**src/rtl/bit_serializer_pkg.sv**
```systemverilog
// Shared definitions for the bit serializer block and its bench.
package bit_serializer_pkg;

  localparam int unsigned DEFAULT_WIDTH = 8;

  typedef enum logic {
    IDLE  = 1'b0,
    SHIFT = 1'b1
  } ser_state_t;

endpackage : bit_serializer_pkg

```
**src/rtl/bit_serializer.sv**
```systemverilog
// Parallel-to-serial converter with a one-word hold register, so that the
// next word can wait while the current one shifts out with no gap.
module bit_serializer
  import bit_serializer_pkg::*;
#(
  parameter int unsigned WIDTH     = DEFAULT_WIDTH,
  parameter bit          MSB_FIRST = 1'b1
) (
  input  logic             clock,
  input  logic             reset,
  input  logic [WIDTH-1:0] data_in,
  input  logic             data_valid,
  output logic             data_ready,
  output logic             ser_out,
  output logic             ser_valid,
  output logic             word_done
);

  localparam int unsigned      CNT_W    = $clog2(WIDTH);
  localparam logic [CNT_W-1:0] LAST_BIT = CNT_W'(WIDTH - 1);

  ser_state_t       state_q,     state_d;
  logic             hold_full_q, hold_full_d;
  logic [WIDTH-1:0] hold_data_q, hold_data_d;
  logic [WIDTH-1:0] shift_reg_q, shift_reg_d;
  logic [CNT_W-1:0] bit_cnt_q,   bit_cnt_d;

  logic accept;
  logic load;
  logic at_last;

  always_ff @(posedge clock or posedge reset) begin
    if (reset) begin
      state_q     <= IDLE;
      hold_full_q <= 1'b0;
      hold_data_q <= '0;
      shift_reg_q <= '0;
      bit_cnt_q   <= '0;
    end else begin
      state_q     <= state_d;
      hold_full_q <= hold_full_d;
      hold_data_q <= hold_data_d;
      shift_reg_q <= shift_reg_d;
      bit_cnt_q   <= bit_cnt_d;
    end
  end

  always_comb begin
    state_d     = state_q;
    hold_full_d = hold_full_q;
    hold_data_d = hold_data_q;
    shift_reg_d = shift_reg_q;
    bit_cnt_d   = bit_cnt_q;

    at_last = (state_q == SHIFT) && (bit_cnt_q == LAST_BIT);
    // Accept only into an empty hold; load only from a full one, so the two
    // never fire together and the hold updates below cannot conflict.
    accept  = data_valid && !hold_full_q;
    load    = hold_full_q && ((state_q == IDLE) || (bit_cnt_q == LAST_BIT));

    if (accept) begin
      hold_data_d = data_in;
      hold_full_d = 1'b1;
    end

    if (load) begin
      shift_reg_d = hold_data_q;
      bit_cnt_d   = '0;
      state_d     = SHIFT;
      hold_full_d = 1'b0;
    end else if (state_q == SHIFT) begin
      if (bit_cnt_q != LAST_BIT) begin
        shift_reg_d = MSB_FIRST ? {shift_reg_q[WIDTH-2:0], 1'b0}
                                : {1'b0, shift_reg_q[WIDTH-1:1]};
        bit_cnt_d   = bit_cnt_q + CNT_W'(1);
      end else begin
        state_d   = IDLE;
        bit_cnt_d = '0;
      end
    end
  end

  assign data_ready = !hold_full_q;
  assign ser_valid  = (state_q == SHIFT);
  assign word_done  = at_last;
  assign ser_out    = (state_q == SHIFT) &&
                      (MSB_FIRST ? shift_reg_q[WIDTH-1] : shift_reg_q[0]);

endmodule : bit_serializer
```
**config.mk**
```make
export PLATFORM = sky130hd
export DESIGN_NAME = bit_serializer
export DESIGN_NICKNAME = d
export VERILOG_FILES = /design/src/rtl/bit_serializer_pkg.sv /design/src/rtl/bit_serializer.sv
export SDC_FILE = /design/constraint.sdc
export NUM_CORES = 1
export LEC_CHECK = 0
export CAP_MARGIN = 10
export CORE_UTILIZATION = 51
export CTS_CLUSTER_SIZE = 8
export DETAILED_ROUTE_END_ITERATION = 6
export PLACE_DENSITY_LB_ADDON = 0.05
export SLEW_MARGIN = 10
export SYNTH_ARGS = -nofsm -noshare
export SYNTH_HDL_FRONTEND = slang
export SYNTH_SLANG_ARGS = --single-unit
export TNS_END_PERCENT = 10
```
**constraint.sdc**
```tcl
create_clock -name clock -period 2.3 [get_ports clock]
set_clock_uncertainty 0.1 [all_clocks]
set_input_delay 0.345 -clock clock [delete_from_list [all_inputs] [get_ports clock]]
set_output_delay 0.345 -clock clock [all_outputs]
set_load 0.01 [all_outputs]
```
==> metrics.txt <==
run status=completed; clk buf depth=2; sequential-to-total area share from yosys stat=around 54%; syn_nets=79; H-tree levels=1; FF-to-FF Start=bit_cnt_q[0]; clock slew at reported path FFs=approximately 0.12 ns; vias in the first global route=544; ys flop type=dfrtp_1; CP Capture Type=output pin; cts hold-fix bufs=0; final setup vio count=0; die width=45.6 µm; commonest cells after routing, fill and taps aside=dfrtp_1, mux2_2, clkdlybuf4s50_1, mux2_4; clock root cell=clkbuf_4; GR Util All Layers=18.2%; wire per inst=13.8 µm; setup ws final=0.110 ns; die extent in y=45.6 µm; core area=approximately 0.0017 mm²; DP Area=0.00114 mm²; first-pass GRT wire length=2500 µm; cells on worst reg2reg path=4; top-area cell type share of the netlist area=between 50% and 60%; min Tclk post-route=2.19 ns; cells after synthesis=66; top cells by area, synth=dfrtp_1, mux2_2, mux2_4; final core occ=66.7%; Buffers on Ports=14; synth unique cells=16; power per standard cell area=1380 mW/mm²; Synth-to-Final Area Change=20.2%; commonest non-fill, non-tap cell in the layout=dfrtp_1; Syn Area/Cell=about 15 µm²; pre-CTS setup slack=0.454 ns; largest net degree at the start of global routing=22; Max Cap Viol=0; CTS tree=done; initial antenna violation count=0; post-DP HPWL=roughly 1100 µm; # nets final=between 90 and 100; Least-Margin Pin Slew=~0.50 ns; routability cong.=0.653; Via Count=527; Final ANT Viol Nets=0; Setup TNS=0 ns; Top Ports=15; Post-CTS Setup Inserts=0; Antenna diodes=0; layout cells sized above 1=34.9%; synthesized area=968 µm²; Die ar.=between 0.002 and 0.0025 mm²; Rel. slew slack=66.9%; fmax=457 MHz; PostCTS Resize Cnt=0; post-route cell area=0.00116 mm²; CP Launch Type=flop; CP Max Fanout=3; Remaining Overflow, GRT=0; Starting Density=55.5%; DRT Pass-1 Iters=3; latest clock arrival within the worst-skew pair=0.30 ns; critical path arrival=1.74 ns; final period utilization=95.2%; Lkg Pwr=0.543 nW; CP startpoint=bit_cnt_q[0]; Post-synth ARST share=between 90% and 100%; row count=15; DRC=0; CTS Buf Count=3; worst path required time=1.86 ns; number of flops mapped to enable cells by yosys=0; drt first-iter violations=1; hold crit path type=in -> async; r2r setup slk=0.51 ns; maximum vdd drop=0.000712 V; Yosys top cell by area=dfrtp_1; unrepaired setup endpoints after global routing=no; final hold vios=0; Worst Hold Margin=0.254 ns; CTS Sinks=21; mean number of vias per cell=4.88; RR Endpoint=shift_reg_q[3]; total wire length=roughly 1500 µm; Ys Warns=0; CP Class=reg -> out; final slew viol count=0; flop and latch count out of synthesis=21; Worst Setup EP=word_done
worst max-delay path: stages, from the launching register on:
cell             delay (ns)
dfrtp_1                0.41
ha_1                   0.21
ha_1                   0.20
and2_1                 0.16
clkdlybuf4s50_1        0.47
how the worst min path moves through the flow:
stage,slack [ns],endpoint,startpoint
2_1_floorplan,0.22,bit_cnt_q[0],reset
3_3_place_gp,0.38,shift_reg_q[7],shift_reg_q[6]
3_5_place_dp,0.39,shift_reg_q[7],shift_reg_q[6]
4_1_cts,0.25,hold_full_q,reset
5_1_grt,0.28,shift_reg_q[0],reset
6_report,0.25,ser_valid,reset
per-stage QoR:
stage	power (W)	cells
after floorplan	0.00127	66
after global placement	0.00141	104
after detailed placement	0.00145	104
after CTS	0.00163	108
after global routing	0.00171	108
final	0.00160	108
metal layers:
layer  vias up  routed length [µm]  global-route usage (%)  share of wire [%]
met5         -                   0                       0                  0
met4         0                  12                    9.09               0.81
met3         2                  50                    4.76                3.4
met2        11                 716                    28.6                 48
met1       252                 707                    23.0                 48
li1        262                   -                       -                  -
flip-flops by register name (all words and copies together), names as in the netlist:
signal       cells
hold_data_q      8
ser_valid        1
shift_reg_q      8
bit_cnt_q        3
hold_full_q      1
cell families (layout without fill, tap and decap cells):
logic type	count (synthesis)	count (layout)	synth area share [%]
DFF	21	21	54.3
and+or+nand+nor	8	8	4.65
muxes	25	25	31.8
AOI/OAI and AO/OA	4	4	3.23
adders and majority gates	2	2	2.58
buffers and inverters	6	23	3.49
power breakdown:
group / internal, W / switching [W]
combinational: 0.000495 / 0.000276
sequential: 0.000543 / 0.000112
clock: 0.0000648 / 0.000112
total: 0.00110 / 0.000500
cells in the mapped netlist, types with 2 or more instances:
cell type  number
and2_1          2
buf_2           3
dfrtp_1        21
ha_1            2
inv_1           2
mux2_2         14
mux2_4          8
mux2i_1         3
nand2b_1        2
nor2b_1         2
o2bb2ai_1       2
cell type report:
type                            instances  area (µm²)
Clock inverter                          1        5.00
Tap cell                               25        31.3
Multi-Input combinational cell         39         409
Inverter                                2        7.51
Clock buffer                            3        22.5
Timing Repair Buffer                   17         163
Fill cell                             144         582
Sequential cell                        21         526
No activity file was read; power rests on OpenSTA's default activity.
